===== src/rtl/sprite_fetch_dispatcher.sv =====
// sprite_fetch_dispatcher
//   Upstream feeder for the stream_processor tile array. Accepts one
//   sprite-draw command per valid/ready handshake, fetches the sprite's two
//   16-byte texture rows from synchronous texture memory, and broadcasts
//   rows, start x and depth to the array with a single-cycle o_ena pulse.
//   Only one command is in flight at a time.
//
// Ports
//   clk, reset_n        clock, asynchronous active-low reset
//   i_cmd_valid         command valid
//   o_cmd_ready         high only in IDLE
//   i_cmd_tex_addr      word address of row 0 (row 1 at the next word)
//   i_cmd_start_x       first tile column of the sprite
//   i_cmd_z             sprite depth
//   o_mem_rd_en         texture read strobe
//   o_mem_addr          texture read address
//   i_mem_rdata         read data, RD_LATENCY cycles after its strobe
//   o_ena               one-cycle broadcast pulse
//   o_texture_data      {row 1, row 0}
//   o_start_x           broadcast start x
//   o_position_z        broadcast depth
//   o_busy              high whenever not IDLE
module sprite_fetch_dispatcher #(
  parameter int TEX_AW     = 10,
  parameter int RD_LATENCY = 1
) (
  input  logic              clk,
  input  logic              reset_n,
  input  logic              i_cmd_valid,
  output logic              o_cmd_ready,
  input  logic [TEX_AW-1:0] i_cmd_tex_addr,
  input  logic [3:0]        i_cmd_start_x,
  input  logic [7:0]        i_cmd_z,
  output logic              o_mem_rd_en,
  output logic [TEX_AW-1:0] o_mem_addr,
  input  logic [127:0]      i_mem_rdata,
  output logic              o_ena,
  output logic [255:0]      o_texture_data,
  output logic [3:0]        o_start_x,
  output logic [7:0]        o_position_z,
  output logic              o_busy
);

  typedef enum logic [2:0] {
    IDLE,
    RD0,
    RD1,
    WAIT,
    BCAST
  } state_t;

  state_t              state;
  logic [TEX_AW-1:0]   cmd_addr;
  logic [3:0]          cmd_start_x;
  logic [7:0]          cmd_z;
  logic [127:0]        row0_sh;

  // Read-tag pipeline: stage RD_LATENCY-1 lines up with i_mem_rdata.
  logic [RD_LATENCY-1:0] tag_v;
  logic [RD_LATENCY-1:0] tag_row;

  logic tag_out_v;
  logic tag_out_row;

  assign tag_out_v   = tag_v[RD_LATENCY-1];
  assign tag_out_row = tag_row[RD_LATENCY-1];

  assign o_busy      = (state != IDLE);
  assign o_cmd_ready = (state == IDLE);

  always_ff @(posedge clk or negedge reset_n) begin
    if (!reset_n) begin
      state          <= IDLE;
      cmd_addr       <= '0;
      cmd_start_x    <= '0;
      cmd_z          <= '0;
      row0_sh        <= '0;
      tag_v          <= '0;
      tag_row        <= '0;
      o_mem_rd_en    <= 1'b0;
      o_mem_addr     <= '0;
      o_ena          <= 1'b0;
      o_texture_data <= '0;
      o_start_x      <= '0;
      o_position_z   <= '0;
    end else begin
      o_ena       <= 1'b0;
      o_mem_rd_en <= 1'b0;

      // The strobe is registered, so while it is high the state is RD0/RD1
      // and identifies which row the read belongs to.
      tag_v[0]   <= o_mem_rd_en;
      tag_row[0] <= (state == RD1);
      for (int unsigned i = 1; i < RD_LATENCY; i++) begin
        tag_v[i]   <= tag_v[i-1];
        tag_row[i] <= tag_row[i-1];
      end

      // Row 1 goes straight into the broadcast register in WAIT, so only
      // row 0 needs a shadow copy.
      if (tag_out_v && !tag_out_row) begin
        row0_sh <= i_mem_rdata;
      end

      case (state)
        IDLE: begin
          if (i_cmd_valid) begin
            cmd_addr    <= i_cmd_tex_addr;
            cmd_start_x <= i_cmd_start_x;
            cmd_z       <= i_cmd_z;
            o_mem_rd_en <= 1'b1;
            o_mem_addr  <= i_cmd_tex_addr;
            state       <= RD0;
          end
        end
        RD0: begin
          o_mem_rd_en <= 1'b1;
          o_mem_addr  <= cmd_addr + TEX_AW'(1);
          state       <= RD1;
        end
        RD1: begin
          state <= WAIT;
        end
        WAIT: begin
          if (tag_out_v && tag_out_row) begin
            o_texture_data <= {i_mem_rdata, row0_sh};
            o_start_x      <= cmd_start_x;
            o_position_z   <= cmd_z;
            o_ena          <= 1'b1;
            state          <= BCAST;
          end
        end
        BCAST: begin
          state <= IDLE;
        end
        default: begin
          state <= IDLE;
        end
      endcase
    end
  end

endmodule


===== config.mk =====
export PLATFORM = sky130hd
export DESIGN_NAME = sprite_fetch_dispatcher
export DESIGN_NICKNAME = d
export VERILOG_FILES = /design/src/rtl/sprite_fetch_dispatcher.sv
export SDC_FILE = /design/constraint.sdc
export NUM_CORES = 1
export LEC_CHECK = 0
export ABC_AREA = 1
export BUFFER_PORTS_ARGS = -buffer_cell sky130_fd_sc_hd__buf_2
export CORE_MARGIN = 2
export CORE_UTILIZATION = 56
export CTS_CLUSTER_SIZE = 16
export DETAILED_ROUTE_END_ITERATION = 6
export MAX_ROUTING_LAYER = met4
export PLACE_DENSITY = 0.81
export SYNTH_ARGS = -nofsm -noshare
export SYNTH_HDL_FRONTEND = slang
export SYNTH_SLANG_ARGS = --single-unit

===== constraint.sdc =====
create_clock -name clk -period 2.3 [get_ports clk]
set_input_delay 0.345 -clock clk [delete_from_list [all_inputs] [get_ports clk]]
set_output_delay 0.345 -clock clk [all_outputs]
set_load 0.05 [all_outputs]

# ---- Word level (Yosys, flattened, before mapping)
# Cells that the tools add are included.
dict set report classes {
  n_addsub 1
  eq_ne 5
  mux 9
  reduce_logical 10
}
# cell n
set op_table {}
lappend op_table {{case mux 10 bit (2 select lines)} 1}
lappend op_table {{case mux 3 bit (4 select lines)} 1}
lappend op_table {{adder 10 x 1 -> 10 bit, second input constant} 1}
lappend op_table {{two-way mux 10 bit} 1}
lappend op_table {{AND reduction 2 bit} 4}
lappend op_table {{== test 3 x 2 -> 1 bit, second input constant} 2}
lappend op_table {{two-way mux 3 bit} 2}
lappend op_table {{!= test 2 bit, second input constant} 2}
lappend op_table {{== test 3 x 1 -> 1 bit, second input constant} 1}
lappend op_table {{logical NOT 3 bit} 1}
lappend op_table {{two-way mux 1 bit} 3}
lappend op_table {{nonzero test 3 bit} 1}
lappend op_table {{logical AND 1 bit} 2}
lappend op_table {{case mux 1 bit (2 select lines)} 1}
lappend op_table {{nonzero test 2 bit} 1}
lappend op_table {{logical NOT 1 bit} 1}
dict set report totals {
  register_bits 435
  input_bits 153
  output_inout_bits 282
  word_cells 38
}

# ---- Longest topological paths before layout
# Gate-level depths: netlist (run 1).
dict set report depth {
  word_depth 3
  depth_mapped 9
  depth_no_buf 8
}

# ---- Worst setup path before layout (run 1)
# No wires, ideal clock.
dict set report synth_path {
  path_kind {register to register}
  from {register state[2]}
  to {register o_mem_addr[5]}
  setup_time_ns 0.123
  arrival_ns 1.840
  required_time_ns 2.177
  path_slack_ns 0.337
  stages_incl_launch_ff 10
  n_path_buf 1
  synth_period_minus_slack_ns 1.963
  path_cell_list {dfrtp_1 nor2_1 nand2_1 inv_1 nand2_1 buf_2 nand2_1 nand2_1 nand2_1 nand2_1}
}
dict set report synth_via {
  elab_chain_len 3
  elab_cells_between_ends 6
  classes_between {2 x eq/ne; 1 x mux; 3 x reduce/logical}
}
# element line_no
set synth_lines {}
lappend synth_lines {{start: declaration} 52} ;# state_t state;
lappend synth_lines {{start signal: assignment} 73} ;# state <= IDLE;
lappend synth_lines {{start signal: assignment} 113} ;# state <= RD0;
lappend synth_lines {{start signal: assignment} 119} ;# state <= RD1;
lappend synth_lines {{logical NOT 3 bit *} -}
lappend synth_lines {{named net o_cmd_ready} 30} ;# output logic o_cmd_ready,
lappend synth_lines {{!= test 2 bit (no source line) or nonzero test 2 bit (tied branches)} -}
lappend synth_lines {{AND reduction 2 bit (no source line)} -}
lappend synth_lines {{end signal: assignment} 112} ;# o_mem_addr <= i_cmd_tex_addr;
lappend synth_lines {{end signal: assignment} 118} ;# o_mem_addr <= cmd_addr + TEX_AW'(1);
lappend synth_lines {{end: declaration} 35} ;# output logic [TEX_AW-1:0] o_mem_addr,
# The timed path passes the listed nets; every way through them passes the cells marked *.
# A chain may end at the register's enable or synchronous reset.

# ---- Final worst setup path (run 1)
dict set report layout_path {
  from {register state[2]}
  to {output port o_cmd_ready}
}
dict set report layout_via {
  elab_chain_len 1
}
# element line_no
set layout_lines {}
lappend layout_lines {{logical NOT 3 bit} 69} ;# assign o_cmd_ready = (state == IDLE);
lappend layout_lines {{end: declaration} 30}
# Every way passes these cells.

==> results of run 1 <==
==> registers in the layout, summed over array words and instances, names as in the netlist <==
register	flops
cmd_z	8
o_mem_addr	10
tag_out_row	1
tag_out_v	1
o_texture_data	256
cmd_start_x	4
o_mem_rd_en	1
o_position_z	8
o_ena	1
state	3
o_start_x	4
cmd_addr	10
row0_sh	128
==> cell families after synthesis <==
family | share of synthesized area [%]
flops | 66.2
fa+ha+maj | 0.0760
simple gates | 18.4
buf+inv | 6.90
compound gates | 8.30
xor+xnor | 0.106
==> metal layers <==
layer / global-route usage, % / wire length, um
met1: 34.7 / 16300
met4: 10.4 / 1690
met5: - / 0
met2: 45.0 / 20300
met3: 5.41 / 3220
==> how the worst max path moves through the flow <==
| stage | from | endpoint | slack, ns |
|---|---|---|---|
| CTS | state[2]$_DFFE_PN0P_ | o_cmd_ready | 0.26 |
| detailed placement | state[2]$_DFFE_PN0P_ | o_texture_data[154]$_DFFE_PN0P_ | 0.58 |
| global route | state[2]$_DFFE_PN0P_ | o_cmd_ready | 0.18 |
| global placement | state[2]$_DFFE_PN0P_ | o_texture_data[55]$_DFFE_PN0P_ | 0.70 |
| floorplan | state[2]$_DFFE_PN0P_ | o_mem_addr[5]$_DFFE_PN0P_ | 0.34 |
| finish | state[2]$_DFFE_PN0P_ | o_cmd_ready | 0.27 |
==> area by class of cell <==
cell class                 instances  area (sq um)  share of cell area, %
inverter                         150           566                   2.78
clock inverter                    10           136                  0.671
tap                              384           480                   2.36
timing repair buffer             460          2520                   12.4
sequential                       435         10900                   53.5
antenna                            2          5.00                 0.0246
multi-input combinational       1073          4450                   21.9
clock buffer                      64          1290                   6.33
==> worst min-delay path: cells and delay by family <==
family        cells  cell delay, ns
buf+inv           1            0.08
simple gates      2            0.09
==> cells in the mapped netlist (2+ instances only) <==
master,number,area (sq um)
buf_1,5,18.8
buf_6,24,270
inv_1,148,556
nand3_1,10,50.1
nand4_1,2,12.5
nor2_1,5,18.8
nand2_1,775,2910
o21ai_0,200,1000
a21oi_1,2,10.0
nor3_2,2,20.0
o21ai_1,68,340
dfrtp_1,435,10900
clkbuf_1,28,105
buf_2,34,170
==> per-stage QoR <==
step | cell area, sq um | std cells | util (%)
after floorplan | 16500 | 1750 | -
after global placement | 18900 | 2501 | 65.6
after detailed placement | 18900 | 2501 | 65.6
after CTS | 20300 | 2576 | 70.6
after global routing | 20300 | 2578 | 70.6
final | 20300 | 2578 | 70.6
==> what timing repair did <==
item | CTS | global route
hold endpoints to repair | 57 | 0
hold buffers | 1 | 0
resized for setup | 0 | 0
==> flow_summary.toml, run 1 <==
[min_path]
hp-class = "input port to flip-flop"
whs_path_depth = 3
min_to = "cmd_z[7]$_DFFE_PN0P_"
min-delay-start = "i_cmd_z[7]"

[flow_run]
max_cap_violations = 0

[placement]
globalplace.congestion = 0.860
hpwl_um = 27900
port_buffers = 434
dpl_worst_slack_ns = 0.584

[synthesis]
syn_area_sq_um = 16500
syn_avg_cell_area_sq_um = 9.40
synth-seq-cells = 435
synth-main-ff-cell = "dfrtp_1"
ys_seq_area_share_pct = 66.2
synth_edf_count = 0
async_reset_ff_share_pct = 100
ys_warn_count = 0
synthDistinctLibCells = 26
syn-num-nets = 1904
netlist_instances = 1750

[status]
status = "completed"

[worst_setup_path]
timing.critical_path.depth = 4
ff2ff_setup_slack_ns = 0.45
critical_path.top_delay_family = "buffers and inverters"
r2r-end = "o_texture_data[142]$_DFFE_PN0P_"
cp.required_ns = 1.96
slowest_delay_ns = 0.41
cp-start-kind = "flip-flop"
cp-end-kind = "output port"
crit_slowest_cell = "dfrtp_1"
crit_chain = "nor2_1, nand2_1, inv_1, buf_2"
critical_path_arrival_ns = 1.68
worst-path-max-fanout = 3
crit_type = "flip-flop to output port"
crit_buf_inv = 2
r2r_start = "state[2]$_DFFE_PN0P_"
reg2reg_depth = 4

[cells_and_area]
syn_to_final_growth_pct = 23.6
final_net_count = 2317
layout_common_cells = "nand2_1, dfrtp_1, buf_2"
fill_cells = 2075
drive_above_1_share_pct = 24.2
layout_commonest_cell = "nand2_1"

[timing]
slew_viol_final = 0
setup_ws_ns = 0.273
skew_ns = 0.0104
hold_viol_final = 0
fin_tns_setup_ns = 0
maxClockFrequency_mhz = 493
max-slew-margin-rel_pct = 41.4
rsz0062_at_grt = "false"
holdWs_ns = 0.0208
worst_pin_slew_ns = 0.878
final-setup-viol-count = 0
finalCritPeriodShare_pct = 88.1
fin_crit_ns = 2.03

[detailed_routing]
drc = 0
wl_per_cell_um = 16.1
viasPerCell = 5.16
drt_iter0_markers = 1170
dr_total_vias = 13300
drt-total-wl_um = 41600
firstDrtPassIters = 5
drtAntennaViolNets = 0

[grt]
grtUsageTotal_pct = 27.6
gr-total-overflow = 0
grt_antenna_before_repair = 2
grt_pass1_vias = 13000
grt_max_degree = 206
grt_pass1_wl_um = 66000

[clock_network]
clk_latency_ns = 0.52
post-cts-setup-buffers = 0
cts_root_buf = "clkbuf_16"
h-tree-depth = 2
cts_tree = "yes"
clk_path_buf_depth = 3
cts_sinks = 435
numCtsBuffers = 43
clk_pin_slew_ns = 0.06

[die]
die_y_um = 175
die_area_sq_um = 30800
ios = 435
row_count = 62
start_util_pct = 57.2
fp.coreArea_sq_um = 28800
die_width_um = 175
Power of run 1 is not shown: default switching activity piles up to over one toggle a cycle in this logic, so the estimate is an artifact.
==> run 2: changes to the inputs <==
CORE_ASPECT_RATIO = 1.1   (was not set)
==> run 2 against run 1 <==
The flow now finishes with violations (design-rule violations). Clock skew is 0.0016 ns lower. Flip-flop and latch count stayed put. Die area hardly changed. Setup slack better by 0.047 ns. First-iteration DRC count is 8.7% lower. Count of clock-buffer cells in the layout is 1 higher. Critical path depth stayed put. Sequential share of layout area is 0.55 points lower. Utilization is 0.71 points higher.
==> flow_summary.toml, run 2 (synthesis gave the netlist of run 1 again) <==
[timing]
fin_crit_ns = 1.98
worst_pin_slew_ns = 0.749
fin_tns_setup_ns = 0
maxClockFrequency_mhz = 505
max-slew-margin-rel_pct = 50.0
slew_viol_final = 0
final-setup-viol-count = 0
finalCritPeriodShare_pct = 86.1
skew_ns = 0.00881
rsz0062_at_grt = "false"
hold_viol_final = 0

[cells_and_area]
layout_common_cells = "nand2_1, dfrtp_1, buf_2"
drive_above_1_share_pct = 24.7
multi_input_area_sq_um = 4450
layout_commonest_cell = "nand2_1"
reg_top3 = "o_texture_data x256, row0_sh x128"
syn_to_final_growth_pct = 24.8
fill_cells = 2080
seq_area_sq_um = 10900
largest_reg_flops = 256
final_net_count = 2330
regMostFlops = "o_texture_data"

[worst_setup_path]
cp-end-kind = "output port"
worst-path-max-fanout = 3
critical_path_arrival_ns = 1.63
cp-start-kind = "flip-flop"
crit_type = "flip-flop to output port"
cp.required_ns = 1.96

[clock_network]
h-tree-depth = 2
cts_resized = 0
cts_sinks = 435
clk_pin_slew_ns = 0.06
numCtsBuffers = 43
clk_latency_ns = 0.53
cts_root_buf = "clkbuf_16"
clk_path_buf_depth = 3
cts_tree = "yes"

[placement]
port_buffers = 434
hpwl_um = 28500
globalplace.congestion = 0.855

[die]
die_area_sq_um = 30800
fp.coreArea_sq_um = 28800
start_util_pct = 57.1
ios = 435
row_count = 65
die_width_um = 167
die_y_um = 184

[status]
violations = "design-rule violations"
status = "finished with violations"

[detailed_routing]
dr_total_vias = 13200
wl_per_cell_um = 15.9
viasPerCell = 5.10
drc = 29
drt_iter0_markers = 1068
drt-total-wl_um = 41000
drtAntennaViolNets = 0
firstDrtPassIters = 7

[grt]
grt_max_degree = 105
grt_antenna_before_repair = 2
grtUsageTotal_pct = 27.5
grt_pass1_wl_um = 65700
grt_pass1_vias = 12900
gr-total-overflow = 0

[flow_run]
max_cap_violations = 0

[min_path]
hp-class = "input port to flip-flop"
run 2: cell types whose count changed in the layout (fill, tap and decap cells not counted):
| cell | before | now |
|---|---|---|
| bufinv_16 | 3 | 4 |
| clkinv_2 | 6 | 4 |
| clkbuf_8 | 9 | 10 |
| buf_4 | 14 | 20 |
| inv_8 | 0 | 1 |
| clkinvlp_4 | 0 | 1 |
| buf_12 | 11 | 18 |
| clkinv_8 | 1 | 0 |
| clkinv_4 | 0 | 1 |
run 2: final timing paths:
check	startpoint	to	slack, ns	cells past startpoint
setup / recovery	state[2]$_DFFE_PN0P_	o_cmd_ready	0.32	4
hold / removal	i_cmd_z[4]	cmd_z[4]$_DFFE_PN0P_	0.01	3
setup reg to reg	state[2]$_DFFE_PN0P_	o_texture_data[78]$_DFFE_PN0P_	0.44	6
hold reg to reg	o_mem_rd_en$_DFF_PN0_	tag_out_v$_DFF_PN0_	0.38	0
max in group asynchronous	reset_n	row0_sh[20]$_DFFE_PN0P_	1.07	4
min in group asynchronous	reset_n	o_position_z[2]$_DFFE_PN0P_	0.33	2
run 2: layer usage:
metal	up-vias	share of wire, %	track usage [%]
met3	105	6.8	4.89
met1	6275	40	34.8
li1	6270	-	-
met4	0	4.2	11.4
met2	502	49	44.5
met5	-	0	-
run 2: what timing repair did:
item                      4_1_cts  5_1_grt
hold buffers                    1        0
hold endpoints to repair       45        0
buffers inserted                0        0
run 2: through the flow:
| step | worst slack [ns] | utilization [%] | hold WS [ns] | cell area, sq um | cells |
|---|---|---|---|---|---|
| after global routing | 0.183 | 71.3 | 0.0186 | 20500 | 2577 |
| after floorplan | 0.337 | - | 0.0494 | 16500 | 1750 |
| after global placement | 0.540 | 66.2 | 0.303 | 19100 | 2498 |
| after detailed placement | 0.450 | 66.2 | 0.302 | 19100 | 2498 |
| after CTS | 0.308 | 71.3 | 0.000953 | 20500 | 2575 |
| final | 0.320 | 71.3 | 0.0149 | 20500 | 2577 |
run 2: cell type report:
| type | instances | area share [%] |
|---|---|---|
| Tap cell | 368 | 2.24 |
| Multi-Input combinational cell | 1073 | 21.7 |
| Clock buffer | 65 | 6.34 |
| Timing Repair Buffer | 473 | 13.2 |
| Antenna cell | 2 | 0.0244 |
| Clock inverter | 11 | 0.816 |
| Inverter | 150 | 2.75 |
| Sequential cell | 435 | 53.0 |
run 2: critical path, cell delays in order (launching register included):
cell	delay [ns]
dfrtp_1	0.41
nor2_1	0.13
nand2_1	0.14
inv_1	0.16
buf_2	0.28
Power of run 2 is left out for the same reason.
